### src/rtl/bp_fe_pkg.sv
// ---------------------------------------------------------------------------
// bp_fe_pkg
//   Shared front-end predictor definitions.
//   - DECLARE_BP_FE_BP_UPDATE_ENTRY_S(idx_width): declares the packed entry
//     struct {idx, taken} held by the branch predictor update queue. It is a
//     macro because the index width is a module parameter.
//   - BP_FE_BP_UPDATE_ENTRY_WIDTH(idx_width): bit width of that struct.
//   - Default parameter values and the pointer-width helper.
// ---------------------------------------------------------------------------
`ifndef BP_FE_PKG_SV
`define BP_FE_PKG_SV

`define DECLARE_BP_FE_BP_UPDATE_ENTRY_S(idx_width_mp) \
  typedef struct packed { \
    logic [idx_width_mp-1:0] idx; \
    logic                    taken; \
  } bp_fe_bp_update_entry_s

`define BP_FE_BP_UPDATE_ENTRY_WIDTH(idx_width_mp) ((idx_width_mp) + 1)

package bp_fe_pkg;

  localparam int bp_fe_bht_idx_width_dflt_lp = 9;
  localparam int bp_fe_depth_dflt_lp         = 8;
  localparam int bp_fe_cnt_width_dflt_lp     = 16;

  // Pointer width for a circular buffer of 'depth' entries. The extra MSB
  // is the wrap bit that distinguishes full from empty.
  function automatic int bp_fe_ptr_width(input int depth);
    return $clog2(depth) + 1;
  endfunction

endpackage

`endif

### src/rtl/bp_fe_bp_update_mem.sv
// ---------------------------------------------------------------------------
// bp_fe_bp_update_mem
//   Storage for the update queue: els_p x width_p register array with one
//   synchronous write port and one asynchronous read port. Not reset.
//
//   clk_i      in   clock
//   w_v_i      in   write enable
//   w_addr_i   in   write address
//   w_data_i   in   write data
//   r_addr_i   in   read address
//   r_data_o   out  read data (combinational from r_addr_i)
// ---------------------------------------------------------------------------
module bp_fe_bp_update_mem
  import bp_fe_pkg::*;
#(
  parameter  int width_p       = bp_fe_bht_idx_width_dflt_lp + 1,
  parameter  int els_p         = bp_fe_depth_dflt_lp,
  localparam int addr_width_lp = $clog2(els_p)
) (
  input  logic                     clk_i,
  input  logic                     w_v_i,
  input  logic [addr_width_lp-1:0] w_addr_i,
  input  logic [width_p-1:0]       w_data_i,
  input  logic [addr_width_lp-1:0] r_addr_i,
  output logic [width_p-1:0]       r_data_o
);

  logic [width_p-1:0] mem_q [els_p];
  logic [width_p-1:0] mem_d [els_p];

  always_comb begin
    mem_d = mem_q;
    if (w_v_i) begin
      mem_d[w_addr_i] = w_data_i;
    end
  end

  always_ff @(posedge clk_i) begin
    mem_q <= mem_d;
  end

  assign r_data_o = mem_q[r_addr_i];

endmodule

### src/rtl/bp_fe_bp_update_queue.sv
// ---------------------------------------------------------------------------
// bp_fe_bp_update_queue
//   Records each front-end prediction {BHT index, predicted direction} in
//   program order and pairs it with the in-order resolution from the back
//   end, emitting one registered predictor training update per resolved
//   branch. Flush drops all wrong-path entries.
//
//   clk_i, reset_i         clock, asynchronous active-high reset
//   pred_v_i/idx/taken     new prediction; accepted when pred_ready_o
//   pred_ready_o           not full
//   res_v_i, res_taken_i   oldest branch resolved, actual direction
//   res_ready_o            not empty
//   flush_i                discard all in-flight entries
//   w_v_o/idx_w_o/correct_o  registered predictor update (1-cycle latency)
//   count_o                occupancy 0..depth_p
//   underflow_o            pulse: resolve seen while empty
//   mispredict_cnt_o       saturating mispredict counter
// ---------------------------------------------------------------------------
module bp_fe_bp_update_queue
  import bp_fe_pkg::*;
#(
  parameter  int bht_idx_width_p = bp_fe_bht_idx_width_dflt_lp,
  parameter  int depth_p         = bp_fe_depth_dflt_lp,
  parameter  int cnt_width_p     = bp_fe_cnt_width_dflt_lp,
  localparam int ptr_width_lp    = bp_fe_ptr_width(depth_p)
) (
  input  logic                       clk_i,
  input  logic                       reset_i,
  input  logic                       pred_v_i,
  input  logic [bht_idx_width_p-1:0] pred_idx_i,
  input  logic                       pred_taken_i,
  output logic                       pred_ready_o,
  input  logic                       res_v_i,
  input  logic                       res_taken_i,
  output logic                       res_ready_o,
  input  logic                       flush_i,
  output logic                       w_v_o,
  output logic [bht_idx_width_p-1:0] idx_w_o,
  output logic                       correct_o,
  output logic [ptr_width_lp-1:0]    count_o,
  output logic                       underflow_o,
  output logic [cnt_width_p-1:0]     mispredict_cnt_o
);

  `DECLARE_BP_FE_BP_UPDATE_ENTRY_S(bht_idx_width_p);

  localparam int entry_width_lp = `BP_FE_BP_UPDATE_ENTRY_WIDTH(bht_idx_width_p);
  localparam int addr_width_lp  = ptr_width_lp - 1;

  logic [ptr_width_lp-1:0]    wr_q, wr_d, rd_q, rd_d;
  logic                       w_v_q, w_v_d;
  logic [bht_idx_width_p-1:0] idx_w_q, idx_w_d;
  logic                       correct_q, correct_d;
  logic                       underflow_q, underflow_d;
  logic [cnt_width_p-1:0]     cnt_q, cnt_d;

  logic full, empty, enq, deq, mismatch;
  bp_fe_bp_update_entry_s wr_entry, rd_entry;

  // Flags come from registered pointers only, so the ready outputs have no
  // combinational dependence on any input.
  assign full  = (wr_q[ptr_width_lp-1] != rd_q[ptr_width_lp-1])
              && (wr_q[addr_width_lp-1:0] == rd_q[addr_width_lp-1:0]);
  assign empty = (wr_q == rd_q);

  // No bypass: a full queue rejects the enqueue even if a slot is freed this
  // cycle, and an empty queue cannot resolve a same-cycle enqueue. A flush
  // drops the same-cycle enqueue but still honours a valid resolve, which
  // belongs to a branch older than the flushed path.
  assign enq      = pred_v_i && !full && !flush_i;
  assign deq      = res_v_i && !empty;
  assign mismatch = (rd_entry.taken != res_taken_i);

  assign wr_entry.idx   = pred_idx_i;
  assign wr_entry.taken = pred_taken_i;

  bp_fe_bp_update_mem #(
    .width_p (entry_width_lp),
    .els_p   (depth_p)
  ) u_mem (
    .clk_i    (clk_i),
    .w_v_i    (enq),
    .w_addr_i (wr_q[addr_width_lp-1:0]),
    .w_data_i (wr_entry),
    .r_addr_i (rd_q[addr_width_lp-1:0]),
    .r_data_o (rd_entry)
  );

  always_comb begin
    wr_d        = wr_q + ptr_width_lp'(enq);
    rd_d        = rd_q + ptr_width_lp'(deq);
    w_v_d       = deq;
    idx_w_d     = idx_w_q;
    correct_d   = correct_q;
    underflow_d = res_v_i && empty;
    cnt_d       = cnt_q;

    if (flush_i) begin
      wr_d = '0;
      rd_d = '0;
    end

    // Update payload holds its previous value when no branch resolves.
    if (deq) begin
      idx_w_d   = rd_entry.idx;
      correct_d = !mismatch;
      if (mismatch && (cnt_q != '1)) begin
        cnt_d = cnt_q + cnt_width_p'(1);
      end
    end
  end

  always_ff @(posedge clk_i or posedge reset_i) begin
    if (reset_i) begin
      wr_q        <= '0;
      rd_q        <= '0;
      w_v_q       <= 1'b0;
      idx_w_q     <= '0;
      correct_q   <= 1'b0;
      underflow_q <= 1'b0;
      cnt_q       <= '0;
    end else begin
      wr_q        <= wr_d;
      rd_q        <= rd_d;
      w_v_q       <= w_v_d;
      idx_w_q     <= idx_w_d;
      correct_q   <= correct_d;
      underflow_q <= underflow_d;
      cnt_q       <= cnt_d;
    end
  end

  assign pred_ready_o     = !full;
  assign res_ready_o      = !empty;
  assign count_o          = wr_q - rd_q;
  assign w_v_o            = w_v_q;
  assign idx_w_o          = idx_w_q;
  assign correct_o        = correct_q;
  assign underflow_o      = underflow_q;
  assign mispredict_cnt_o = cnt_q;

endmodule

### config.mk
export PLATFORM = sky130hd
export DESIGN_NAME = bp_fe_bp_update_queue
export DESIGN_NICKNAME = d
export VERILOG_FILES = /design/src/rtl/bp_fe_pkg.sv /design/src/rtl/bp_fe_bp_update_mem.sv /design/src/rtl/bp_fe_bp_update_queue.sv
export SDC_FILE = /design/constraint.sdc
export NUM_CORES = 1
export LEC_CHECK = 0
export BUFFER_PORTS_ARGS = -buffer_cell sky130_fd_sc_hd__buf_2
export CAP_MARGIN = 10
export CORE_MARGIN = 10
export CORE_UTILIZATION = 55
export CTS_CLUSTER_DIAMETER = 40
export DETAILED_ROUTE_END_ITERATION = 8
export GPL_TIMING_DRIVEN = 0
export PLACE_DENSITY_LB_ADDON = 0.1
export SLEW_MARGIN = 30
export SYNTH_ARGS = -nofsm -noshare
export SYNTH_HDL_FRONTEND = slang
export SYNTH_SLANG_ARGS = --single-unit
### constraint.sdc
create_clock -name clk_i -period 5.1 [get_ports clk_i]
set_input_delay 1.275 -clock clk_i [delete_from_list [all_inputs] [get_ports clk_i]]
set_output_delay 1.275 -clock clk_i [all_outputs]
set_load 0.01 [all_outputs]
# --- Word level (Yosys, flattened, before mapping) ---
# Cells that the tools add are included.
# W data, S select, Z words.
word_totals:
  ff_bits: 116
  in_bits: 16
  out_inout_bits: 34
  elab_cells: 49
op_classes:
  n_addsub: 4
  n_lt_le_gt_ge: 3
  eq_ne: 5
  n_mux: 8
  bitwise: 2
  reduce_logical: 12
op_table:
  columns: ["op", "n"]
  rows:
  - ["$bwmux W80", 1]
  - ["$bmux W10 S3", 1]
  - ["$demux W10 S3", 1]
  - ["$mux W10", 3]
  - ["$add A16 B1 Y16 const B", 1]
  - ["$ne A16 B16 Y1 const B", 1]
  - ["$add A4 B1 Y4", 2]
  - ["$ge A4 B4 Y1 const B", 2]
  - ["$mux W4", 2]
  - ["$not A3 Y4", 2]
  - ["$logic_and A1 B1 Y1", 7]
  - ["$eq A4 B4 Y1", 1]
  - ["$logic_not A1 Y1", 4]
  - ["$lt A4 B1 Y1 const B", 1]
  - ["$sub A4 B4 Y4", 1]
  - ["$eq A3 B3 Y1", 1]
  - ["$ne A1 B1 Y1", 2]
  - ["$reduce_and A2 Y1", 1]

# --- Logic depth before layout (Yosys ltp) ---
depth:
  depth_word: 7
  depth_mapped: 11
  mapped_depth_nobuf: 9

# --- Modules after synthesis ---
# A second synthesis with hierarchy kept.
hier_totals:
  cells_unflattened: 279
  hier_area_um2: 4933.5
modules_own_cells:
  columns: ["mod", "n_inst", "cells_per_inst", "area_each_um2", "seq_area_each_um2"]
  rows:
  - ["bp_fe_bp_update_mem", 1, 128, 3133.0, 2402.3]
  - ["bp_fe_bp_update_queue", 1, 151, 1800.5, 900.9]

# --- Worst setup path before layout ---
# No wires, ideal clock.
synth_timing:
  path_kind: "reg-to-output"
  startpoint: "register rd_q[1]"
  endpoint: "output port count_o[3]"
  arrival_time_ps: 1748
  path_slack_ps: 2077
  path_stages_with_launch: 7
  path_cell_list: "dfrtp_1 > clkbuf_1 > inv_1 > ha_1 > a21o_1 > a21oi_1 > xor2_1"
synth_between:
  elab_chain_cells: 1
synth_lines:
  columns: ["element", "line", "source"]
  rows:
  - ["start, declared", "bp_fe_bp_update_queue.sv:50", "logic [ptr_width_lp-1:0] wr_q, wr_d, rd_q, rd_d;"]
  - ["start signal, assigned", "bp_fe_bp_update_queue.sv:124", "rd_q <= rd_d;"]
  - ["$sub A4 B4 Y4", "bp_fe_bp_update_queue.sv:135", "assign count_o = wr_q - rd_q;"]
  - ["end, declared", "bp_fe_bp_update_queue.sv:40", "output logic [ptr_width_lp-1:0] count_o,"]
# Every way passes these cells.

# --- Worst setup path after layout ---
# Ends and elaborated chain as after synthesis.

==> results_dict.tcl <==
set metrics [dict create \
    status "completed" \
    finClkSkew_ns 0.00876 \
    peakVddDrop_mv 0.262 \
    synthFlopType "edfxtp_1" \
    core_area_um2 8260 \
    critPathLaunchType "flop" \
    drt_iter0_markers 210 \
    layout_commonest_cell "edfxtp_1" \
    min_period_ns 3.92 \
    die-width_um 113 \
    yosysSeqAreaShare 0.701 \
    place_congestion 0.756 \
    drive_gt1_frac 0.314 \
    grt_use_total 0.159 \
    fp-row-count 33 \
    grt_antenna_before_repair 0 \
    netlist_top_cells_area "edfxtp_1, dfrtp_1, mux4_2" \
    synthToLayoutAreaGrowth_pct 21.7 \
    crit_path_top_delay_cell "clkbuf_1" \
    power.density_nw_per_um2 460 \
    wl_um 9740 \
    post_cts_buffers 0 \
    grt_setup_unrepaired "false" \
    antenna_left 0 \
    cp_cell_sequence "clkbuf_1 -> inv_1 -> ha_1 -> a21o_1 -> a21oi_1 -> xor2_1 -> buf_2" \
    antenna_cells 0 \
    ctsHoldBuffers 0 \
    tns_ns 0 \
    sw_frac_of_total 0.250 \
    numPortBuffers 49 \
    seq_power_share 0.429 \
    drc 0 \
    end_kind "output port" \
    slew_viol_final 0 \
    cp.arrival_ns 2.65 \
    via_per_inst 5.67 \
    p_comb_frac 0.139 \
    mostFrequentLayoutCells "edfxtp_1, buf_2, dfrtp_1" \
    die_area_um2 12700 \
    synthesis.nets 319 \
    cts_root_buf "clkbuf_8" \
    globalRouteOverflowTotal 0 \
    synthArstFlopShare 0.310 \
    maxSlewHeadroom 0.506 \
    min_period_over_period 0.769 \
    required_ns 3.83 \
    hold_class "flop to flop" \
    clk_pin_slew_ns 0.05 \
    ys_types 34 \
    max_cap_viol_count 0 \
    cts-htree-levels 4 \
    clk_path_buf_depth 2 \
    synth_top_area_cell "edfxtp_1" \
    yosys_warnings 0 \
    cp_max_fo 10 \
    top_level_ports 50 \
    clk_latency_ns 0.51 \
    wl_per_cell_um 20.1 \
    clock_power_share 0.432 \
    worst_pin_slew_ns 0.740 \
    clock_sinks 116 \
    grt_pass1_wl_um 15300 \
    final_nets 391 \
    syn_avg_cell_area_um2 16.0 \
    netlist_area_um2 4710 \
    crit_path_max_incr_delay_ns 0.55 \
    clock.fmax_ghz 0.255 \
    numCtsBuffers 17 \
    cts_tree "built" \
    ctsResizeCount 0 \
    r2r_setup_slack_ns 1.40 \
    power_mw 2.64 \
    setup_violations 0 \
    die_h_um 113 \
    first_pass_iters 4 \
    p_int_mw 1.98 \
    synth_cells 294 \
    power_switching_mw 0.659 \
    ys_ff_latch 116 \
    hold_violations 0 \
    leakagePower_nw 2.29 \
    synth_edf_count 80 \
    dp_hpwl_um 6240 \
    n_fill_cell 575 \
    grt_max_degree 29 \
    grt_pass1_vias 2837 \
    initial_utilization 0.571 \
    critPathKind "flop to output port" \
    via_count 2745 \
    synth_top_cell_area_share 0.510 \
]
==> power by group through the flow <==
stage / combinational [mW] / clock (mW) / sequential [mW]
2_1_floorplan: 0.203 / 0 / 1.17
3_3_place_gp: 0.365 / 0 / 1.15
3_5_place_dp: 0.375 / 0 / 1.15
4_1_cts: 0.379 / 1.15 / 1.13
5_1_grt: 0.409 / 1.20 / 1.14
6_report: 0.367 / 1.14 / 1.13
==> area by class of cell <==
cell class | count | area, um^2 | share of cell area
clock buffer | 18 | 418 | 0.0728
inverter | 10 | 37.5 | 0.00654
timing repair buffer | 53 | 288 | 0.0502
clock inverter | 14 | 163 | 0.0284
sequential | 116 | 3300 | 0.576
buffer | 11 | 51.3 | 0.00894
tap | 105 | 131 | 0.0229
multi-input combinational | 157 | 1350 | 0.234
==> synth_stat cells, types with 2 or more instances <==
master / number
a31oi_1: 9
and4_1: 3
buf_2: 2
clkbuf_1: 8
dfrtp_1: 36
edfxtp_1: 80
ha_1: 8
inv_1: 9
mux4_2: 20
nand2_1: 29
nand2b_1: 2
nand3_1: 9
nor2_1: 21
nor2b_1: 4
nor3_1: 8
nor4_1: 8
xnor2_1: 3
xor2_1: 19
==> stage by stage <==
step | area, um^2 | std cells | hold slack [ns] | utilization | worst slack [ns]
floorplan | 4710 | 294 | 0.516 | - | 2.08
global placement | 5090 | 448 | 0.471 | 0.616 | 1.06
detailed placement | 5160 | 452 | 0.479 | 0.624 | 1.37
CTS | 5740 | 484 | 0.488 | 0.695 | 1.10
global route | 5740 | 484 | 0.501 | 0.695 | 1.00
finish | 5740 | 484 | 0.486 | 0.695 | 1.18
==> cells by family (layout without fill, tap and decap cells) <==
| family | count (synthesis) | count (layout) | synth area share |
|---|---|---|---|
| flops | 116 | 116 | 0.701 |
| mux | 23 | 23 | 0.103 |
| simple gates | 89 | 89 | 0.0898 |
| xor+xnor | 23 | 23 | 0.0443 |
| fa+ha+maj | 9 | 9 | 0.0255 |
| buf+inv | 21 | 106 | 0.0189 |
| compound gates | 13 | 13 | 0.0173 |
==> final timing paths <==
kind	from	to	cells after the start
setup / recovery	rd_q[1]	count_o[3]	7
hold / removal	mispredict_cnt_o[15]	mispredict_cnt_o[15]	1
min in group asynchronous	reset_i	idx_w_o[1]	2
setup reg to reg	rd_q[1]	rd_q[3]	11
max in group asynchronous	reset_i	mispredict_cnt_o[14]	3
hold reg to reg	mispredict_cnt_o[15]	mispredict_cnt_o[15]	1
==> routing by layer <==
metal	share of wire	vias up	track usage	routed length (um)
li1	-	1243	-	-
met5	0	-	0	0
met3	0.069	16	0.0554	668
met2	0.50	96	0.255	4900
met4	0.013	0	0.0635	128
met1	0.41	1390	0.193	4040
==> registers in the layout, indices dropped and copies added, names as in the netlist <==
| name | cells |
|---|---|
| u_mem.mem_q | 80 |
| mispredict_cnt_o | 16 |
| idx_w_o | 9 |
| rd_q | 4 |
| wr_q | 4 |
| correct_o | 1 |
| underflow_o | 1 |
| w_v_o | 1 |
==> critical path: cells and delay by family (launching register included) <==
kind,cells,cell delay (ns)
compound gates,2,0.35
buf+inv,3,0.79
fa+ha+maj,1,0.33
flops,1,0.52
xor+xnor,1,0.15
Note: power is estimated with default switching activity, not from simulation.
